## src/rtl/hazard_ctrl.sv

```systemverilog
// hazard_ctrl: pipeline hazard unit. Detects load-use hazards, applies
// taken-branch flushes, and holds the front of the pipeline while a
// multi-cycle divide occupies EX. Also keeps a saturating count of the
// cycles in which the PC was held.
module hazard_ctrl #(
  parameter int DIV_CYCLES = 32  // total cycles a div/divu occupies EX (2..63)
) (
  input  logic        clk,
  input  logic        rst,
  input  logic [5:0]  op_id,
  input  logic [4:0]  Rs_id,
  input  logic [4:0]  Rt_id,
  input  logic [5:0]  op_ex,
  input  logic [5:0]  funct_ex,
  input  logic [4:0]  Rt_ex,
  input  logic        Branch_ex,
  output logic        PC_Wr,
  output logic        IFID_Wr,
  output logic        IFID_Flush,
  output logic        IDEX_Wr,
  output logic        IDEX_Flush,
  output logic        EXMEM_Flush,
  output logic        div_start,
  output logic        div_busy,
  output logic        div_done,
  output logic [15:0] stall_count
);

  localparam logic [5:0] OP_RTYPE = 6'b000000;
  localparam logic [5:0] OP_LW    = 6'b100011;
  localparam logic [5:0] OP_LB    = 6'b100000;
  localparam logic [5:0] OP_LBU   = 6'b100100;
  localparam logic [5:0] OP_SW    = 6'b101011;
  localparam logic [5:0] OP_SB    = 6'b101000;
  localparam logic [5:0] OP_BEQ   = 6'b000100;
  localparam logic [5:0] OP_BNE   = 6'b000101;
  localparam logic [5:0] FN_DIV   = 6'b011010;
  localparam logic [5:0] FN_DIVU  = 6'b011011;

  // First hold count loaded on divide start: the start cycle itself is the
  // first of DIV_CYCLES, and the release cycle is the last.
  localparam logic [5:0] CNT_LOAD = 6'(DIV_CYCLES - 2);

  typedef enum logic {
    IDLE     = 1'b0,
    DIV_BUSY = 1'b1
  } state_t;

  state_t      r_state;
  logic [5:0]  r_cnt;
  logic [15:0] r_stall_count;

  logic w_load_ex;
  logic w_id_reads_rt;
  logic w_load_use;
  logic w_div_ex;

  // Decode the instruction classes that matter for hazard detection.
  always_comb begin
    w_load_ex     = (op_ex == OP_LW) || (op_ex == OP_LB) || (op_ex == OP_LBU);
    w_id_reads_rt = (op_id == OP_RTYPE) || (op_id == OP_SW) || (op_id == OP_SB) ||
                    (op_id == OP_BEQ) || (op_id == OP_BNE);
    w_load_use    = w_load_ex && (Rt_ex != 5'd0) &&
                    ((Rt_ex == Rs_id) || (w_id_reads_rt && (Rt_ex == Rt_id)));
    w_div_ex      = (op_ex == OP_RTYPE) && ((funct_ex == FN_DIV) || (funct_ex == FN_DIVU));
  end

  // Pipeline control outputs. Priority: reset, divide sequencing, branch
  // flush, load-use stall. Load-use and divide start are ignored while busy.
  always_comb begin
    PC_Wr       = 1'b1;
    IFID_Wr     = 1'b1;
    IFID_Flush  = 1'b0;
    IDEX_Wr     = 1'b1;
    IDEX_Flush  = 1'b0;
    EXMEM_Flush = 1'b0;
    div_start   = 1'b0;
    div_done    = 1'b0;
    div_busy    = (r_state == DIV_BUSY);
    if (rst) begin
      PC_Wr       = 1'b0;
      IFID_Wr     = 1'b0;
      IDEX_Wr     = 1'b0;
      IFID_Flush  = 1'b1;
      IDEX_Flush  = 1'b1;
      EXMEM_Flush = 1'b1;
      div_busy    = 1'b0;
    end else if (r_state == DIV_BUSY) begin
      if (r_cnt != 6'd0) begin
        PC_Wr       = 1'b0;
        IFID_Wr     = 1'b0;
        IDEX_Wr     = 1'b0;
        EXMEM_Flush = 1'b1;
      end else begin
        div_done = 1'b1;
      end
    end else if (w_div_ex) begin
      div_start   = 1'b1;
      PC_Wr       = 1'b0;
      IFID_Wr     = 1'b0;
      IDEX_Wr     = 1'b0;
      EXMEM_Flush = 1'b1;
    end else if (Branch_ex) begin
      IFID_Flush = 1'b1;
      IDEX_Flush = 1'b1;
    end else if (w_load_use) begin
      PC_Wr      = 1'b0;
      IFID_Wr    = 1'b0;
      IDEX_Flush = 1'b1;
    end
  end

  // Divide sequencer: counts down the remaining hold cycles while busy.
  always_ff @(posedge clk) begin
    if (rst) begin
      r_state <= IDLE;
      r_cnt   <= 6'd0;
    end else begin
      case (r_state)
        IDLE: begin
          if (w_div_ex) begin
            r_cnt   <= CNT_LOAD;
            r_state <= DIV_BUSY;
          end
        end
        DIV_BUSY: begin
          if (r_cnt != 6'd0) begin
            r_cnt <= r_cnt - 6'd1;
          end else begin
            r_state <= IDLE;
          end
        end
        default: r_state <= IDLE;
      endcase
    end
  end

  // Saturating count of cycles in which the PC was held.
  always_ff @(posedge clk) begin
    if (rst) begin
      r_stall_count <= 16'd0;
    end else if (!PC_Wr && (r_stall_count != 16'hFFFF)) begin
      r_stall_count <= r_stall_count + 16'd1;
    end
  end

  assign stall_count = r_stall_count;

endmodule

```

## config.mk

```make
export PLATFORM = sky130hd
export DESIGN_NAME = hazard_ctrl
export DESIGN_NICKNAME = d
export VERILOG_FILES = /design/src/rtl/hazard_ctrl.sv
export SDC_FILE = /design/constraint.sdc
export NUM_CORES = 1
export LEC_CHECK = 0
export ABC_AREA = 1
export CORE_MARGIN = 2
export CORE_UTILIZATION = 49
export DETAILED_ROUTE_END_ITERATION = 12
export GPL_TIMING_DRIVEN = 1
export PLACE_DENSITY = 0.86
export SLEW_MARGIN = 20
export SYNTH_ARGS = -nofsm -noshare
export SYNTH_HDL_FRONTEND = slang
export SYNTH_SLANG_ARGS = --single-unit
```

## constraint.sdc

```tcl
create_clock -name clk -period 5 [get_ports clk]
set_input_delay 1 -clock clk [delete_from_list [all_inputs] [get_ports clk]]
set_output_delay 1 -clock clk [all_outputs]
set_load 0.02 [all_outputs]
```

==> metrics.csv, run 1 <==
stage,metric,value,unit
synth,Yosys top cell area share,26.8,%
detailed_routing,DR vias,1802,
critical_path,crit path kind,input pin to output port,
floorplan,die height,63.2,um
synth,sequential area share after synthesis,26.8,%
clock_tree,worst skew pair latency,330,ps
clock_tree,"Reg clk slew, reported paths",110,ps
timing,Final Skew,26.2,ps
timing,fmax,0.248,GHz
critical_path,startpoint types,input pin,
global_route,first-pass GRT wire length,7430,um
synth,Mapped Area,1720,um^2
detailed_routing,drt first pass iters,4,
clock_tree,H-tree depth,1,
power_and_ir_drop,Design Power,0.354,mW
global_route,largest net degree at the start of global routing,21,
clock_tree,# resized after CTS,0,
clock_tree,TritonCTS buffer count,3,
timing,Final Hold Vio Count,0,
critical_path,Worst path slowest cell,clkdlybuf4s50_1,
timing,relative slew slack,72.9,%
timing,Fin Setup TNS,0,ps
global_route,Total Routing Usage GR,22.7,%
synth,cells after synthesis,259,
outcome,status,"complete, no violations",
timing,RSZ-0062 raised after global routing,false,
detailed_routing,Initial DRC Count,52,
min_path,Worst Hold Class,flop to flop,
clock_tree,clk buf depth,2,
timing,hold slack,500,ps
floorplan,Core ar.,3340,um^2
clock_tree,Root Driver,clkbuf_4,
placed_design,Cells after DPL,358,
timing,Max Slew Vio Count,0,
detailed_routing,Post-Route WL,4300,um
critical_path,Crit path max-delay family,buffers and inverters,
power_and_ir_drop,peak supply drop,0.139,mV
synth,Synth Register Bits,23,
floorplan,Rows,21,
critical_path,crit end category,output port,
placed_design,gp weighted congestion,0.885,
global_route,gr ovfl total,0,
synth,ranking of synthesized cells by area,"dfxtp_1 (27%), nand2_1 (14%), nand3_1 (7.9%), inv_1 (6.6%), xor2_1 (6.1%)",
finish,finished layout cell area,2340,um^2
global_route,vias in the first global route,1659,
synth,"Net Count, Synth",297,
placed_design,Post-DP Area,2320,um^2
detailed_routing,# DRC,0,
finish,nets@finish,355,
floorplan,DIE AREA,3990,um^2
synth,synthesis warning total,0,
critical_path,"slowest stage delay, CP",570,ps
finish,antenna fix cells,0,
floorplan,I/O pin cnt,61,
finish,Synth-to-Final Area Change,36.6,%
job,MaxCap Viol Count,0,
timing,endpoints failing setup,0,
power_and_ir_drop,Leakage,0.975,nW
clock_tree,CTS tree,done,
critical_path,CP cell instances,clkdlybuf4s50_1 -> inv_1 -> nand2_1 -> nand2_1 -> nor2_1 -> nand3_1 -> o21ai_2 -> nand3_1 -> nand2_4 -> inv_1 -> clkdlybuf4s50_1,
finish,Fill cells,303,
timing,Tmin final,4040,ps
placed_design,DP HPWL,3350,um
timing,Setup WS post-layout,960,ps
finish,Reg area,460,um^2
placed_design,quantity of I/O buffers inserted on ports,59,
placed_design,Setup WS pre-CTS,955,ps
clock_tree,Sink Count,23,
floorplan,DIE WIDTH,63.2,um
finish,Multi-input gate area,1070,um^2
timing,Worst Tran Pin Value,405,ps
synth,library cells used by synthesis,34,
critical_path,"Max FO, Critical Path",20,
timing,final period utilization,80.8,%
critical_path,worst path arrival time,3040,ps
clock_tree,post-CTS setup buffer count,0,
clock_tree,hold buffer count at cts,0,
floorplan,Initial Util,51.4,%
synth,top cell type by total area after synthesis,dfxtp_1,
finish,Non-Filler Instances,362,
critical_path,Worst Path Required,4000,ps
finish,share of cells above drive strength 1,9.49,%
critical_path,CP bufs+invs,4,
detailed_routing,routed len/inst,11.9,um
detailed_routing,Antenna Nets Post-Route,0,
detailed_routing,via-per-instance ratio,4.98,
global_route,initial antenna violation count,0,
synth,syn_area_per_cell,6.62,um^2
finish,utilization after layout,70.2,%
power_and_ir_drop,Pwr Density,151,nW/um^2
==> cells by family after synthesis <==
group	synth area share (%)
adder cells (fa/ha/maj)	1.46
AO/OA/AOI/OAI	11.2
XOR/XNOR	10.2
flip-flops	26.8
AND/OR/NAND/NOR	39.8
buffers and inverters	10.6
==> synth_stat cells, drive strengths merged <==
cell type  count
nand2         69
inv           34
nor2          29
nand3         28
dfxtp         23
a21oi         19
xor2          12
xnor2          8
nand4          7
nor3           6
o21ai          6
buf            5
clkbuf         2
ha             2
nand3b         2
a31oi          1
and3           1
nand2b         1
nor3b          1
o211a          1
o32ai          1
or2            1
==> power breakdown <==
group          internal [mW]  switching, mW
combinational         0.0415         0.0356
sequential             0.185        0.00191
clock                 0.0312         0.0587
total                  0.257         0.0963
==> cell usage in the layout, fill, tap and decap left out, drive strengths merged <==
master / instances
xnor2: 8
nor2: 29
and3: 1
buf: 1
nand2: 69
a21oi: 19
o21ai: 6
nand3b: 2
o211a: 1
nand4: 7
ha: 2
nand2b: 1
inv: 34
clkdlybuf4s50: 59
nor3b: 1
clkbuf: 4
nand3: 28
xor2: 12
a31oi: 1
nor3: 6
dfxtp: 23
o32ai: 1
or2: 1
==> flip-flops by register name (all words and copies together), names as in the netlist <==
signal,count
r_cnt,6
r_state,1
stall_count,16
==> final cells by class <==
type	instances	area share, %
clock buffers	4	1.12
inverters	34	5.45
multi-input cells	195	45.8
repair buffers	60	25.5
well taps	46	2.46
flip-flops and latches	23	19.6
==> worst paths after layout <==
path                   from         endpoint  slack [ps]  cells after the start
min                r_cnt[0]         r_cnt[0]         500                      1
min reg2reg        r_cnt[0]         r_cnt[0]         500                      1
max reg2reg  stall_count[0]  stall_count[14]        3120                      9
max                Rt_ex[1]          IFID_Wr         960                     11
==> routing by layer <==
metal / global-route usage (%) / routed length [um]
met5: 0 / 0
met4: 9.17 / 77
met3: 2.86 / 176
met2: 37.9 / 2050
met1: 29.4 / 1990
Note: power is estimated with default switching activity, not from simulation.
==> run 2: changes to the inputs <==
--- a/config.mk
+++ b/config.mk
@@ -7,10 +7,10 @@
 export LEC_CHECK = 0
 export ABC_AREA = 1
 export CORE_MARGIN = 2
-export CORE_UTILIZATION = 49
+export CORE_UTILIZATION = 41
 export DETAILED_ROUTE_END_ITERATION = 12
 export GPL_TIMING_DRIVEN = 1
-export PLACE_DENSITY = 0.86
+export PLACE_DENSITY = 0.77
 export SLEW_MARGIN = 20
 export SYNTH_ARGS = -nofsm -noshare
 export SYNTH_HDL_FRONTEND = slang
==> constraint.sdc (replaced) <==
create_clock -name clk -period 3.7 [get_ports clk]
set_input_delay 0.74 -clock clk [delete_from_list [all_inputs] [get_ports clk]]
set_output_delay 0.74 -clock clk [all_outputs]
set_load 0.02 [all_outputs]
==> metrics.csv, run 2 (synthesized netlist as in run 1, its figures left out) <==
stage,metric,value,unit
outcome,status,"complete, no violations",
timing,Fin Setup TNS,0,ps
finish,Non-Filler Instances,368,
placed_design,gp weighted congestion,0.826,
power_and_ir_drop,combinational share of power,20.5,%
clock_tree,# resized after CTS,0,
clock_tree,post-CTS setup buffer count,0,
power_and_ir_drop,clock network power share,30.7,%
detailed_routing,routed len/inst,11.5,um
finish,Synth-to-Final Area Change,38.9,%
timing,Final Hold Vio Count,0,
detailed_routing,Antenna Nets Post-Route,0,
finish,most frequent cells in the layout,"nand2_1 (65), clkdlybuf4s50_1 (59), inv_1 (30), nand3_1 (27), nor2_1 (26)",
power_and_ir_drop,Sw Share,25.9,%
clock_tree,clk buf depth,2,
floorplan,I/O pin cnt,61,
global_route,largest net degree at the start of global routing,20,
finish,Reg area,460,um^2
timing,Setup WS post-layout,300,ps
finish,nets@finish,357,
detailed_routing,Initial DRC Count,49,
clock_tree,worst skew pair latency,270,ps
finish,max reg flops,16,
clock_tree,CTS tree,done,
timing,Max Slew Vio Count,0,
timing,final period utilization,91.9,%
clock_tree,"Reg clk slew, reported paths",80,ps
timing,Final Skew,2.41,ps
power_and_ir_drop,Flop pwr share,48.8,%
min_path,Worst Hold Class,flop to flop,
finish,"commonest non-fill, non-tap cell in the layout",nand2_1,
finish,Multi-input gate area,1070,um^2
clock_tree,H-tree depth,1,
job,MaxCap Viol Count,0,
floorplan,Rows,23,
floorplan,DIE WIDTH,68.7,um
global_route,Total Routing Usage GR,19.0,%
placed_design,Setup WS pre-CTS,286,ps
power_and_ir_drop,Pwr Density,216,nW/um^2
power_and_ir_drop,switching power,0.134,mW
floorplan,Core ar.,4000,um^2
clock_tree,hold buffer count at cts,0,
global_route,initial antenna violation count,0,
global_route,first-pass GRT wire length,6910,um
power_and_ir_drop,peak supply drop,0.206,mV
critical_path,crit path kind,input pin to output port,
finish,Fill cells,379,
floorplan,die height,68.7,um
placed_design,DP HPWL,3340,um
placed_design,Post-DP Area,2340,um^2
critical_path,worst path arrival time,2660,ps
detailed_routing,DR vias,1819,
power_and_ir_drop,Leakage,0.995,nW
clock_tree,Root Driver,clkbuf_8,
critical_path,crit end category,output port,
timing,hold slack,481,ps
timing,fmax,0.294,GHz
floorplan,DIE AREA,4720,um^2
finish,share of cells above drive strength 1,10.4,%
clock_tree,Sink Count,23,
finish,antenna fix cells,0,
detailed_routing,drt first pass iters,4,
power_and_ir_drop,Pint,0.382,mW
timing,endpoints failing setup,0,
timing,relative slew slack,74.8,%
clock_tree,TritonCTS buffer count,3,
detailed_routing,Post-Route WL,4240,um
critical_path,"Max FO, Critical Path",4,
critical_path,Worst Path Required,2960,ps
detailed_routing,# DRC,0,
detailed_routing,via-per-instance ratio,4.94,
finish,finished layout cell area,2380,um^2
critical_path,startpoint types,input pin,
timing,Worst Tran Pin Value,377,ps
finish,utilization after layout,59.6,%
global_route,vias in the first global route,1639,
global_route,gr ovfl total,0,
timing,Tmin final,3400,ps
power_and_ir_drop,Design Power,0.516,mW
floorplan,Initial Util,42.9,%
placed_design,quantity of I/O buffers inserted on ports,59,
placed_design,Cells after DPL,364,
timing,RSZ-0062 raised after global routing,false,
run 2: changes by cell type in the layout (fill, tap and decap cells not counted):
cell      delta
buf_4        +2
clkbuf_1     -1
clkbuf_4     -3
clkbuf_8     +3
clkinv_2     +1
run 2: per-layer routing:
metal  global-route usage (%)  part of all wire (%)
met2                     34.1                    46
met3                     2.60                   7.5
met1                     22.8                    44
met4                     7.00                   2.1
met5                        0                     0
run 2: worst paths after layout:
path                 start         endpoint  cells after the start  slack, ps
setup / recovery  Rt_ex[1]       IDEX_Flush                     10        300
setup reg to reg  r_cnt[0]  stall_count[13]                     11       1780
hold reg to reg   r_cnt[0]         r_cnt[0]                      1        480
hold / removal    r_cnt[0]         r_cnt[0]                      1        480
run 2: critical path, stage by stage:
cell and delay [ps]:
clkdlybuf4s50_1 560, inv_1 60, nand2_1 50, nand2_1 50, nor2_1 80, nand3_1 90
o21ai_2 150, a21oi_1 80, o21ai_0 150, clkdlybuf4s50_1 640
run 2: area by class of cell:
class / instances / area share [%]
Multi-Input combinational cell: 195 / 45.0
Timing Repair Buffer: 62 / 25.7
Sequential cell: 23 / 19.3
Inverter: 34 / 5.35
Tap cell: 50 / 2.62
Clock buffer: 3 / 1.73
Clock inverter: 1 / 0.210
run 2: power groups by stage:
| stage | Sequential (mW) | Combinational, mW | Clock, mW |
|---|---|---|---|
| 2_1_floorplan | 0.260 | 0.0463 | 0 |
| 3_3_place_gp | 0.258 | 0.105 | 0 |
| 3_5_place_dp | 0.257 | 0.106 | 0 |
| 4_1_cts | 0.252 | 0.107 | 0.161 |
| 5_1_grt | 0.252 | 0.116 | 0.173 |
| 6_report | 0.252 | 0.106 | 0.159 |
==> patch 1: new RTL, flow settings as in run 2 <==
Make the reset (`rst`) asynchronous in 2 clocked blocks.
--- a/src/rtl/hazard_ctrl.sv
+++ b/src/rtl/hazard_ctrl.sv
@@ -111,7 +111,7 @@
   end
 
   // Divide sequencer: counts down the remaining hold cycles while busy.
-  always_ff @(posedge clk) begin
+  always_ff @(posedge clk or posedge rst) begin
     if (rst) begin
       r_state <= IDLE;
       r_cnt   <= 6'd0;
@@ -136,7 +136,7 @@
   end
 
   // Saturating count of cycles in which the PC was held.
-  always_ff @(posedge clk) begin
+  always_ff @(posedge clk or posedge rst) begin
     if (rst) begin
       r_stall_count <= 16'd0;
     end else if (!PC_Wr && (r_stall_count != 16'hFFFF)) begin
Function: differs if rst is asserted again (counterexample within 4 cycles, from zero or initial values and one cycle with rst high); with rst held inactive, the same outputs for 10 cycles.
==> patch 1 against run 2 <==
Design area fell by 0.58%; power is 6.2% lower; clock skew is 0.010 ns higher; critical path depth fell by 1; setup slack improved by 0.072 ns; wire length rose by 0.71%; sequential cell count unchanged; synthesized area shrank 1.8%; synthesized cell count fell by 5.8%; die area down 1.7%; utilization increased by 0.085 points; sequential share of layout area increased by 5.0 points.
==> patch 1: results (changes against run 2) <==
| Metric | Value |
|---|---|
| Outcome | finished clean |
| Peak VDD IR | 0.000163 V (-21%) |
| Largest net degree at the start of global routing | 19 (-5.0%) |
| Clock skew | 0.0127 ns (+0.0103 ns) |
| HPWL after detailed placement | 3310 um (-0.87%) |
| Critical path peak fanout | 5 (+1) |
| Dominant cells by area after synthesis | dfrtp_1, nand2_1, nand3_1 |
| Post-synthesis cell count | 244 (-5.8%) |
| Layout Nets | 344 (-3.6%) |
| FF-to-FF Start | r_cnt[0] |
| DP Area | 2320 sq um (-0.59%) |
| Unique masters post-synth | 30 (-12%) |
| Max Cap Violations | 0 (unchanged) |
| Largest register FFs | 16 (unchanged) |
| Worst-margin pin slew | 0.357 ns (-0.0201 ns) |
| Non-Filler Instances | 355 (-3.5%) |
| Dpl ws | 0.370 ns (+0.0840 ns) |
| Postcts setup bufs | 0 (unchanged) |
| GRT Overall Usage | 19.4% (+0.37 points) |
| Crit path launch | op_ex[1] |
| Sequential cell area fraction in the yosys report | 34.2% (+7.3 points) |
| Initial antenna violation count | 0 (unchanged) |
| Clk Latency, worst-skew pair | 0.27 ns (about the same) |
| Share of cells above drive strength 1 | 5.57% (-4.8 points) |
| Leakage Power | 1.17 nW (+17%) |
| FILL cells | 390 (+2.9%) |
| Ys async rst share | 100% (+100 points) |
| Total wire length | 4270 um (+0.71%) |
| Most frequent cells after synthesis | nand2_1, inv_1, nand3_1, dfrtp_1, nor2_1 |
| Wire length of the first global-routing pass | 6980 um (+0.90%) |
| Inserted Diodes | 0 (unchanged) |
| Synthesized net count | 282 (-5.1%) |
| Placed cells | 351 (-3.6%) |
| 1st-pass router iterations | 4 (unchanged) |
| Via count | 1761 (-3.2%) |
| Vias in the first global route | 1638 (-0.061%) |
| Detailed Route Iter0 Violations | 91 (+86%) |
| Main synth FF type | dfrtp_1 |
| Hold path start | stall_count[12] |
| Clock buffer depth | 2 (unchanged) |
| Critical path data arrival time | 2.59 ns (-0.07 ns) |
| Root buffer cell | clkbuf_8 |
| HP Class | reg -> reg |
| RePlAce Congestion | 0.846 (+2.4%) |
## patch 1: area by class of cell
| type | instances | area, sq um | share of cell area [%] |
|---|---|---|---|
| multi-input combinational | 184 | 956 | 40.3 |
| timing repair buffer | 61 | 606 | 25.6 |
| sequential | 23 | 576 | 24.3 |
| inverter | 33 | 124 | 5.23 |
| tap | 50 | 62.6 | 2.64 |
| clock buffer | 3 | 41.3 | 1.74 |
| clock inverter | 1 | 5.00 | 0.211 |
## patch 1: per-layer routing
metal | GRT usage, % | share of wire, % | wire, um
met1 | 24.7 | 45 | 1930
met2 | 34.1 | 48 | 2040
met3 | 2.80 | 6.0 | 256
met4 | 5.25 | 0.94 | 40
met5 | 0 | 0 | 0
## patch 1: critical path, stage by stage
cell	delay, ns
clkdlybuf4s50_1	0.42
nor2_1	0.16
nand2_1	0.09
nor2_1	0.11
nand3_1	0.16
nand2_2	0.18
nor2_4	0.06
inv_1	0.05
clkdlybuf4s50_1	0.61
## patch 1: final timing paths
| check | endpoint | slack (ns) | cells past startpoint |
|---|---|---|---|
| worst max-delay path | EXMEM_Flush | 0.37 | 9 |
| worst min-delay path | stall_count[12] | 0.53 | 2 |
| worst max register to register | stall_count[8] | 1.65 | 13 |
| worst min register to register | stall_count[12] | 0.53 | 2 |
| max in group asynchronous | stall_count[8] | 2.26 | 3 |
| min in group asynchronous | stall_count[11] | 0.89 | 2 |
## patch 1: cell families after synthesis
kind of cell | synth area share [%]
buffers and inverters | 9.06
xor gates and xnor gates | 9.36
and+or+nand+nor | 41.0
DFF | 34.2
adders and majority gates | 1.49
AOI/OAI and AO/OA | 4.90
## patch 1: where the power goes
group	switching [mW]	internal, mW
registers	0	0.251
clock network	0.0817	0.0752
logic	0.0311	0.0450
total	0.113	0.371
==> patch 2: new RTL, flow settings as in run 2 <==
Without the edit above. `FN_DIVU`: 6'b011011 -> 6'b001101.
--- a/src/rtl/hazard_ctrl.sv
+++ b/src/rtl/hazard_ctrl.sv
@@ -35,7 +35,7 @@
   localparam logic [5:0] OP_BEQ   = 6'b000100;
   localparam logic [5:0] OP_BNE   = 6'b000101;
   localparam logic [5:0] FN_DIV   = 6'b011010;
-  localparam logic [5:0] FN_DIVU  = 6'b011011;
+  localparam logic [5:0] FN_DIVU  = 6'b001101;
 
   // First hold count loaded on divide start: the start cycle itself is the
   // first of DIV_CYCLES, and the release cycle is the last.
Check against the original RTL: not equivalent (a bounded check fails within 4 cycles, from zero or initial values and one cycle with rst high).
==> patch 2 against run 2 <==
Power increased by 1.7%; non-clock buffer count unchanged; design area increased by 3.9%; register-to-register slack got worse by 0.05 ns; synthesized area increased by 6.1%; critical endpoint is now IFID_Wr; wire length increased by 3.9%; largest cell class unchanged; setup slack improved by 0.041 ns; sequential cell count unchanged; utilization decreased by 2.3 points.
==> patch 2: results (changes against run 2) <==
| Metric | Value |
|---|---|
| GRT Overall Usage | 19.0% (-0.049 points) |
| Detailed Route Iter0 Violations | 97 (+98%) |
| Sequential cell area fraction in the yosys report | 25.3% (-1.5 points) |
| Share of cells above drive strength 1 | 13.6% (+3.2 points) |
| Synth warnings | 0 (unchanged) |
| Placed cells | 372 (+2.2%) |
| DP Area | 2430 sq um (+4.1%) |
| Initial antenna violation count | 0 (unchanged) |
| Total wire length | 4400 um (+3.9%) |
| Met2 wire length | 2170 um (+10%) |
| Clock buffer depth | 2 (unchanged) |
| Vias in the first global route | 1773 (+8.2%) |
| CTS Buf Count | 3 (unchanged) |
| Rel. slew slack | 63.6% (-11 points) |
| HPWL after detailed placement | 3490 um (+4.6%) |
| HP Class | reg -> reg |
| Met1 WL | 1960 um (+5.0%) |
| Dominant cells by area after synthesis | dfxtp_1, nand2_1, nor2_1 |
| Avg Vias per Cell | 4.93 (-0.24%) |
| Postcts setup bufs | 0 (unchanged) |
| Ys async rst share | 0% (unchanged) |
| Largest net degree at the start of global routing | 20 (unchanged) |
| Buffers added on ports | 60 (+1.7%) |
| Synthesized net count | 303 (+2.0%) |
| Leakage Power | 0.950 nW (-4.5%) |
| Wire length of the first global-routing pass | 7780 um (+13%) |
| Inserted Diodes | 0 (unchanged) |
| Clk pin slew, worst setup/hold paths | 0.07 ns |
| Main synth FF type | dfxtp_1 |
| FILL cells | 432 (+14%) |
| Layout Nets | 363 (+1.7%) |
| Dpl ws | 0.351 ns (+0.0644 ns) |
| RePlAce Congestion | 0.874 (+5.9%) |
| Non-Filler Instances | 376 (+2.2%) |
| Post-synthesis cell count | 265 (+2.3%) |
| Largest register FFs | 16 (unchanged) |
| Unique masters post-synth | 37 (+8.8%) |
| Critical path data arrival time | 2.62 ns (-0.04 ns) |
| Peak VDD IR | 0.000170 V (-18%) |
| Most frequent cells after synthesis | nand2_1, nor2_1, inv_1, nand3_1, dfxtp_1 |
| Outcome | finished clean |
| Critical path peak fanout | 5 (+1) |
| Metal3 WL | 195 um (-39%) |
| Clock skew | 0.0118 ns (+0.00938 ns) |
| Tot Pwr | 525 uW (+1.7%) |
| PostCTS Resize Cnt | 0 (unchanged) |
[patch 2: changes by cell type in the layout (fill, tap and decap cells not counted), moves of 2 or more]
cell / change
a211oi_1: +2
inv_1: -6
nand2_1: -2
nand3_1: -3
nand3_2: +8
nand4_1: -4
nor2_1: +7
xnor2_1: -3
[patch 2: layout make-up]
cell class,count,area [sq um],share of cell area (%)
timing repair buffer,62,616,24.8
tap,52,65.1,2.63
multi-input combinational,204,1170,47.4
sequential,23,460,18.6
inverter,31,118,4.75
clock buffer,4,45.0,1.82
[patch 2: worst paths after layout]
check                                    start             end  slack [ns]  cells past startpoint
worst max register to register        r_cnt[0]  stall_count[6]        1.73                     13
worst min register to register  stall_count[1]  stall_count[1]        0.50                      2
worst min-delay path            stall_count[1]  stall_count[1]        0.50                      2
worst max-delay path               funct_ex[4]         IFID_Wr        0.34                     10
[patch 2: per-layer routing]
layer / track usage [%] / up-vias
li1: - / 973
met1: 22.7 / 830
met2: 34.1 / 44
met3: 3.56 / 7
met4: 6.50 / 0
met5: 0 / -
[patch 2: power by group]
part | total, mW | internal, mW | switching (mW)
Sequential | 0.252 | 0.249 | 0.00256
Combinational | 0.113 | 0.0595 | 0.0531
Clock | 0.160 | 0.0771 | 0.0833
[patch 2: kinds of logic after synthesis]
kind of cell	count (synthesis)	share of synthesized area (%)
buf+inv	38	10.2
compound gates	30	11.3
xor+xnor	18	8.66
flops	23	25.3
simple gates	154	43.1
fa+ha+maj	2	1.37
[patch 2: worst max-delay path, cell delays in order]
cell	delay [ns]
clkdlybuf4s50_1	0.53
nor2_1	0.06
a21oi_1	0.15
nor2_2	0.06
nand3_2	0.12
nand2_4	0.08
nor2_4	0.13
nand2_4	0.07
inv_1	0.07
clkdlybuf4s50_1	0.60
